[src/rtl/face_loader_pkg.sv]
// Shared types and constants for the FACE instruction memory loader.
package face_loader_pkg;

  typedef enum logic [1:0] {
    IDLE  = 2'd0,
    LOAD  = 2'd1,
    FLUSH = 2'd2,
    DONE  = 2'd3
  } loader_state_t;

  localparam int INSTR_W = 32;
  localparam int WORD_W  = 64;

  // Kept 32 bits wide so address arithmetic stays at the bus width.
  localparam logic [31:0] BYTES_PER_WORD = 32'd8;
  localparam logic [7:0]  FULL_MASK      = 8'hFF;

endpackage

[src/rtl/instr_rom_loader.sv]
// Host-side writer for the FACE instruction BRAM. Packs pairs of 32-bit
// instructions into 64-bit words (even index high, odd index low) and
// writes them at consecutive 8-byte addresses from BASE_ADDR.
module instr_rom_loader
  import face_loader_pkg::*;
#(
  parameter logic [31:0] BASE_ADDR   = 32'h0,
  parameter int          DEPTH_WORDS = 1024,
  parameter logic [31:0] PAD_INSTR   = 32'h0000_0000
) (
  input  logic               clk,
  input  logic               rst,
  input  logic               load_start,
  input  logic               s_valid,
  output logic               s_ready,
  input  logic [INSTR_W-1:0] s_instr,
  input  logic               s_last,
  output logic [31:0]        bram_addr,
  output logic [WORD_W-1:0]  bram_wdata,
  output logic [7:0]         bram_wmask,
  output logic               bram_wen,
  output logic               load_busy,
  output logic               load_done,
  output logic [15:0]        instr_count,
  output logic               err_overflow
);

  // One extra code point so word_idx can sit at DEPTH_WORDS once the BRAM is full.
  localparam int IDX_W = $clog2(DEPTH_WORDS + 1);

  loader_state_t      state;
  loader_state_t      next_state;
  logic               half;
  logic [IDX_W-1:0]   word_idx;
  logic [INSTR_W-1:0] hold;
  logic               hs;
  logic               write_due;
  logic               room;
  logic [INSTR_W-1:0] write_lo;

  assign s_ready = (state == LOAD);
  assign hs      = s_valid & s_ready;
  assign room    = (word_idx != IDX_W'(DEPTH_WORDS));

  // A word is due either when the odd half of a pair is accepted or in the
  // single FLUSH cycle; a restart cancels whatever was about to be written.
  assign write_due = !load_start &&
                     (((state == LOAD) && hs && half) || (state == FLUSH));
  assign write_lo  = (state == FLUSH) ? PAD_INSTR : s_instr;

  // State register.
  always_ff @(posedge clk) begin
    if (rst) begin
      state <= IDLE;
    end else begin
      state <= next_state;
    end
  end

  // Next-state logic; load_start restarts from any state.
  always_comb begin
    next_state = state;
    case (state)
      IDLE: begin
        if (load_start) next_state = LOAD;
      end
      LOAD: begin
        if (load_start)       next_state = LOAD;
        else if (hs && s_last) next_state = half ? DONE : FLUSH;
      end
      FLUSH: begin
        next_state = load_start ? LOAD : DONE;
      end
      DONE: begin
        next_state = load_start ? LOAD : IDLE;
      end
      default: next_state = IDLE;
    endcase
  end

  // Packing, addressing, counters and registered status outputs.
  always_ff @(posedge clk) begin
    if (rst) begin
      half         <= 1'b0;
      word_idx     <= '0;
      hold         <= '0;
      instr_count  <= '0;
      err_overflow <= 1'b0;
      bram_wen     <= 1'b0;
      bram_wmask   <= 8'h00;
      bram_wdata   <= '0;
      bram_addr    <= BASE_ADDR;
      load_busy    <= 1'b0;
      load_done    <= 1'b0;
    end else begin
      bram_wen   <= 1'b0;
      bram_wmask <= 8'h00;
      load_done  <= (state == DONE);
      load_busy  <= (next_state == LOAD) || (next_state == FLUSH);
      if (load_start) begin
        word_idx     <= '0;
        half         <= 1'b0;
        instr_count  <= '0;
        err_overflow <= 1'b0;
      end else begin
        if (hs) begin
          if (instr_count != 16'hFFFF) instr_count <= instr_count + 16'd1;
          if (!half) begin
            hold <= s_instr;
            half <= 1'b1;
          end
        end
        if (write_due) begin
          half <= 1'b0;
          if (room) begin
            bram_wen   <= 1'b1;
            bram_wmask <= FULL_MASK;
            bram_wdata <= {hold, write_lo};
            bram_addr  <= BASE_ADDR + 32'(word_idx) * BYTES_PER_WORD;
            word_idx   <= word_idx + 1'b1;
          end else begin
            err_overflow <= 1'b1;
          end
        end
      end
    end
  end

endmodule
[config.mk]
export PLATFORM = sky130hd
export DESIGN_NAME = instr_rom_loader
export DESIGN_NICKNAME = d
export VERILOG_FILES = /design/src/rtl/face_loader_pkg.sv /design/src/rtl/instr_rom_loader.sv
export SDC_FILE = /design/constraint.sdc
export NUM_CORES = 1
export LEC_CHECK = 0
export CAP_MARGIN = 20
export CORE_MARGIN = 5
export CORE_UTILIZATION = 50
export CTS_CLUSTER_SIZE = 20
export DETAILED_ROUTE_END_ITERATION = 10
export DONT_BUFFER_PORTS = 1
export HOLD_SLACK_MARGIN = 0.03
export PLACE_DENSITY = 0.65
export SYNTH_ARGS = -nofsm -noshare
export SYNTH_HDL_FRONTEND = slang
export SYNTH_SLANG_ARGS = --single-unit
[constraint.sdc]
create_clock -name clk -period 3.8 [get_ports clk]
set_input_delay 0.38 -clock clk [delete_from_list [all_inputs] [get_ports clk]]
set_output_delay 0.38 -clock clk [all_outputs]
set_load 0.02 [all_outputs]
==> reports/summary.txt, run 1 <==
Worst setup EP type = register
Adder-Cell Fraction of Synth Area = 0.673%
Die area = 0.0134 sq mm
Most frequent cell after synthesis = dfxtp_1
Xor and xnor area share after synthesis = 0.629%
Netlist cell types = 49
Startpoint Class = register
# IOs = 162
Main combinational cell family by area after synthesis = compound AO/OA/AOI/OAI gates
Mapped Area = 0.00557 sq mm
Share of layout cells above drive strength 1 = 8.22%
Metal2 WL = 6670 um
Commonest cells post-synth = 141 x dfxtp_1, 99 x a21oi_1, 81 x nand2_1, 55 x o21ai_0, 49 x nand3_1
Vias in the first global route = 4,396
H-tree depth = 4
Drt via density = 5.87
Design area = 0.00652 sq mm
HPWL after DPL = 9020 um
Yosys reg bits = 141
Worst-path fanout max = 29
Post-CTS setup buffers = 0
DP Area = 0.00551 sq mm
TNS Setup = 0 ns
Final ANT Viol Nets = 0
CP Cell Sequence = inv_1 > ha_1 > nor2b_1 > and4_1 > buf_4 > o21ai_0 > a21oi_1
Buf/Inv on CP = 2
Final Setup Violations = 0
Port buffer count = 0
Pre-CTS WS = 1.45 ns
Residual DRC = 0
Clk_skew = 0.00590 ns
Synth Instances = 637
VDD IR max = 0.000324 V
Worst path required time = 4.26 ns
Synth Area in Simple Gates = 17.7%
Initial DRC Count = 314
Critical Path AT = 2.84 ns
DRT Wirelength = 14,400 um
Min Hold Slack = 0.108 ns
Final critical-path setup slack = 1.42 ns
WL met1 = 5970 um
Initial antenna violation count = 0
Drt pass-1 iters = 5
Synth-to-Final Area Change = 16.9%
# diodes = 0
Total core area = 0.0109 sq mm
Wire length per cell = 18.0 um
Status = finished, final reports clean
Final worst-path cycle share = 62.7%
Clk slew on worst S/H paths = 0.06 ns
Congestion Overflow GR = 0
Worst-margin pin slew = 0.977 ns
Top Family by Delay on Critical Path = simple AND/OR/NAND/NOR gates
Die Height = 116 um
CTS Hold Bufs = 37
Ranking of synthesized cells by area = dfxtp_1 51%, a21oi_1 8.9%, nand2_1 5.5%
Ys flop type = dfxtp_1
Worst path slowest cell = and4_1
Max-slew violation count = 0
Fin nets = 685
Yosys top cell by area = dfxtp_1
First-pass GRT wire length = 23,000 um
Site Rows = 38
Synth warn = 0
DIE WIDTH = 116 um
CTS sink count = 141
Achievable Freq = 419 MHz
Final Hold Violating Endpoints = 0
Asr flop ratio synth = 0%
Min Tclk post-route = 2.38 ns
Post_cts resized = 0
Critical Path Max Stage Delay = 0.87 ns
Top sig layer = met4
Root cell of the clock tree = clkbuf_8
Mux cell area share after synthesis = 0.359%
Post-synth EDFFs = 0
Largest net degree at the start of global routing = 80
TritonCTS Buffers = 17
Slew headroom = 34.8%
Setup CP Type = register to register
GP Congestion = 0.835
Max-cap violation count = 0
Syn avg cell area = 8.75 sq um
TritonCTS clock tree = done
Hold Path Class = input port to register
RSZ-0062 raised after global routing = no
Worst-skew pair later-pin latency = 0.53 ns
Initial Util = 51.2%
Met3 routed WL = 1370 um
Sequential cell area fraction in the yosys report = 50.6%
Clk buf depth = 2
PwrDens = 513 mW/mm^2
Synth Area in Compound Gates = 21.8%
Via count = 4,680
LEAKAGE = 2.20 nW
Top-area cell type share of the netlist area = 50.6%
Overall routing resource usage = 21.8%
## placed cells by master (no fill, tap or decap), types with 3 or more instances in the layout
cell type / netlist / routed
a21oi_1: 99 / 97
a22o_1: 32 / 32
buf_4: 30 / 8
bufinv_16: 0 / 4
clkbuf_1: 33 / 4
clkbuf_16: 0 / 16
clkbuf_8: 0 / 4
clkinv_2: 0 / 3
conb_1: 1 / 21
dfxtp_1: 141 / 140
dlygate4sd3_1: 0 / 36
ha_1: 3 / 3
inv_1: 7 / 7
nand2_1: 81 / 81
nand3_1: 49 / 49
nand4_1: 6 / 6
nor2_1: 14 / 14
nor2b_1: 3 / 3
nor3_1: 4 / 3
o21a_1: 3 / 3
o21ai_0: 55 / 55
o31ai_1: 8 / 8
or3_1: 8 / 8
or4_1: 9 / 9
xnor2_1: 3 / 3
## cells by family (layout without fill, tap and decap cells)
kind of cell,Yosys count,count (layout)
AOI/OAI and AO/OA,206,206
and+or+nand+nor,195,195
DFF,141,141
buffers and inverters,85,85
xor gates and xnor gates,4,4
adders and majority gates,3,3
muxes,2,2
other,1,21
## stage by stage
stage | power (mW) | util, % | cells
after CTS | 3.37 | 59.7 | 796
after floorplan | 1.63 | - | 657
after global routing | 3.46 | 59.8 | 797
after global placement | 1.61 | 50.3 | 727
final | 3.34 | 59.8 | 797
after detailed placement | 1.62 | 50.6 | 728
## registers in the layout, indices dropped and copies added (netlist names), 2 cells and up
name,cells
bram_wdata,64
hold,32
instr_count,16
bram_addr,11
word_idx,11
state,2
## path summary, 6_finish.rpt
kind | start | to | slack (ns) | depth (start not counted)
setup / recovery | word_idx[0] | bram_wdata[43] | 1.42 | 7
hold / removal | rst | instr_count[6] | 0.11 | 2
setup reg to reg | word_idx[0] | bram_wdata[43] | 1.42 | 7
hold reg to reg | hold[10] | bram_wdata[42] | 0.45 | 2
## final cells by class
cell class	count	area, sq um
Sequential cell	141	2820
Clock buffer	24	470
Timing Repair Buffer	47	490
Inverter	7	26.3
Clock inverter	7	135
Multi-Input combinational cell	431	2390
Fill cell	921	4370
Tap cell	140	175
## where the power goes
part           leakage [nW]  internal (mW)  switching, mW
Combinational         0.766         0.0473         0.0847
Sequential             1.14           1.49         0.0150
Clock                 0.299           1.11          0.591
Total                  2.20           2.65          0.690
## layer usage
metal | up-vias | global-route usage (%)
li1 | 2241 | -
met1 | 2227 | 27.4
met2 | 182 | 33.0
met3 | 30 | 9.24
met4 | 0 | 9.00
met5 | - | 0
Note: power is estimated with default switching activity, not from simulation.
==> run 2, diff against run 1 <==
- PLACE_DENSITY: 0.65 -> 0.68
- clock period: 3.8 -> 1.9 ns (I/O delays scaled with it)
==> run 2 against run 1 <==
Against the previous run: sequential cell count unchanged; setup slack worse by 1.3 ns; critical path depth down 3; clock power up 94%; global-route usage up 0.44 points; total power up 98%; non-clock buffer count up 40; sequential power up 99%; wire length up 5.8%; final area up 5.7%; combinational power up 120%; largest cell class unchanged.
==> reports/summary.txt, run 2 (synthesis results as in run 1) <==
Wire length per cell = 18.1 um (was 18.0 um)
Congestion Overflow GR = 0 (unchanged)
GP Congestion = 0.842 (was 0.835)
Port buffer count = 0 (unchanged)
Hold EP = load_done (was instr_count[6])
First-pass GRT wire length = 23,600 um (was 23,000 um)
Pint = 5.12 mW (was 2.65 mW)
Register-to-register setup slack = 0.08 ns (was 1.42 ns)
Met3 routed WL = 1230 um (was 1370 um)
Largest net degree at the start of global routing = 83 (was 80)
Final Hold Violating Endpoints = 0 (unchanged)
H-tree depth = 4 (unchanged)
Final ANT Viol Nets = 0 (unchanged)
Share of layout cells above drive strength 1 = 14.9% (was 8.22%)
Synth-to-Final Area Change = 23.5% (was 16.9%)
Initial antenna violation count = 0 (unchanged)
Via count = 4,827 (was 4,680)
Setup CP Type = register to register (unchanged)
R2R Path End = instr_count[15] (was bram_wdata[43])
Max-slew violation count = 0 (unchanged)
Startpoint Class = register (unchanged)
Fin nets = 725 (was 685)
Die Height = 116 um (unchanged)
VDD IR max = 0.000487 V (was 0.000324 V)
Residual DRC = 0 (unchanged)
Multi-input logic area = 0.00241 sq mm (was 0.00239 sq mm)
Critical Path AT = 2.26 ns (was 2.84 ns)
Worst-margin pin slew = 0.491 ns (was 0.977 ns)
WL met1 = 6250 um (was 5970 um)
Logic pwr share = 4.5% (was 3.9%)
Achievable Freq = 548 MHz (was 419 MHz)
Worst-skew pair later-pin latency = 0.52 ns (was 0.53 ns)
Hold Path Depth = 2 (unchanged)
Worst setup EP type = register (unchanged)
Drt via density = 5.76 (was 5.87)
HPWL after DPL = 9390 um (was 9020 um)
TritonCTS clock tree = done (unchanged)
Die area = 0.0134 sq mm (unchanged)
PwrDens = 961 mW/mm^2 (was 513 mW/mm^2)
Clk_skew = 0.0107 ns (was 0.00590 ns)
# diodes = 0 (unchanged)
FF-to-FF Start = instr_count[6] (was word_idx[0])
Worst-path fanout max = 6 (was 29)
Slew headroom = 66.4% (was 34.8%)
Overall routing resource usage = 22.2% (was 21.8%)
Initial Util = 51.2% (unchanged)
Switching part of the total = 22.6% (was 20.6%)
Clk buf depth = 2 (unchanged)
Sequential power share = 45.5% (was 45.1%)
Drt pass-1 iters = 6 (was 5)
# IOs = 162 (unchanged)
Status = finished, final reports clean (unchanged)
Clock share of power = 50.0% (was 50.9%)
TritonCTS Buffers = 17 (unchanged)
Total core area = 0.0109 sq mm (unchanged)
Sw power = 1.50 mW (was 690 uW)
Reg2reg path depth = 4 (was 7)
Largest register FFs = 64 (unchanged)
Metal2 WL = 7550 um (was 6670 um)
CTS sink count = 141 (unchanged)
Hold Path Class = input port to register (unchanged)
Total power = 6.61 mW (was 3.34 mW)
Biggest regs = bram_wdata (64), hold (32), instr_count (16) (unchanged)
Most common cell after layout, fill and taps aside = dfxtp_1 (unchanged)
Site Rows = 38 (unchanged)
Vias in the first global route = 4,630 (was 4,396)
Clk slew on worst S/H paths = 0.06 ns (about the same)
Final Setup Violations = 0 (unchanged)
Top reg by flops = bram_wdata (unchanged)
DIE WIDTH = 116 um (unchanged)
Root cell of the clock tree = clkbuf_8 (unchanged)
DRT Wirelength = 15,200 um (was 14,400 um)
Most frequent cells in the layout = 133 x dfxtp_1, 97 x a21oi_1, 81 x nand2_1, 55 x o21ai_0, 49 x nand3_1 (was 140 x dfxtp_1, 97 x a21oi_1, 81 x nand2_1, 55 x o21ai_0, 49 x nand3_1)
Storage cell area = 0.00283 sq mm (was 0.00282 sq mm)
LEAKAGE = 2.41 nW (was 2.20 nW)
Filler instances = 948 (was 921)
Max-cap violation count = 0 (unchanged)
Initial DRC Count = 374 (was 314)
Min Tclk post-route = 1.82 ns (was 2.38 ns)
Final worst-path cycle share = 96.0% (was 62.7%)
Worst path required time = 2.34 ns (was 4.26 ns)
Top sig layer = met4 (unchanged)
Min-Delay Startpoint = rst (unchanged)
Final core occ = 63.2% (was 59.8%)
[run 2: cell types whose count changed in the layout (fill, tap and decap cells not counted), sizes merged]
cell         before  now
clkinv            3    4
buf              11   48
bufinv            4    3
clkinvlp          0    2
inv               7   10
clkbuf           24   22
dlygate4sd3      36   37
[run 2: how the worst max path moves through the flow]
stage	from	endpoint	slack, ns	cells past startpoint
after floorplan	instr_count[0]	instr_count[10]	0.03	5
after global placement	instr_count[8]	instr_count[15]	0.15	4
after detailed placement	instr_count[5]	instr_count[15]	0.10	4
after CTS	instr_count[5]	instr_count[15]	0.04	4
after global routing	instr_count[6]	instr_count[15]	-0.03	4
final	instr_count[6]	instr_count[15]	0.08	4
[run 2: area by class of cell]
class / instances / share of cell area, %
flip-flops and latches: 141 / 41.1
multi-input cells: 431 / 35.0
repair buffers: 87 / 12.4
clock buffers: 20 / 6.18
well taps: 140 / 2.54
clock inverters: 12 / 2.36
inverters: 7 / 0.382
[run 2: what timing repair did]
| item | 4_1_cts | 5_1_grt |
|---|---|---|
| endpoints found under the setup margin | 0 | 60 |
| buffers inserted | 0 | 3 |
| resized for setup | 0 | 11 |
| hold buffers | 38 | 0 |
| endpoints found under the hold margin | 117 | 0 |
[run 2: per-layer routing]
metal  vias to the layer above  track usage, %
li1                       2326               -
met1                      2292            26.8
met2                       195            37.3
met3                        14            7.26
met4                         0            7.67
met5                         -               0
[run 2: critical path, cell delays in order (launching register included)]
cell     delay, ns
dfxtp_1       0.40
nand4_1       0.18
or4_4         0.55
or4_1         0.48
a21oi_1       0.14
[run 2: per-stage QoR]
stage,hold slack [ns],instance area (sq um),setup slack [ns],instances,setup TNS [ns]
finish,0.0223,6880,0.0758,838,0
global route,0.0437,6880,-0.0260,838,-0.0260
CTS,0.0314,6790,0.0354,833,0
detailed placement,0.271,5800,0.105,763,0
global placement,0.269,5800,0.147,763,0
floorplan,0.316,5650,0.0328,657,0
[run 2: power by group through the flow]
stage	clock, mW	sequential (mW)	combinational, mW
global route	3.47	3.01	0.322
finish	3.30	3.01	0.296
CTS	3.33	3.01	0.283
detailed placement	0	3.08	0.174
global placement	0	3.08	0.171
floorplan	0	3.07	0.188
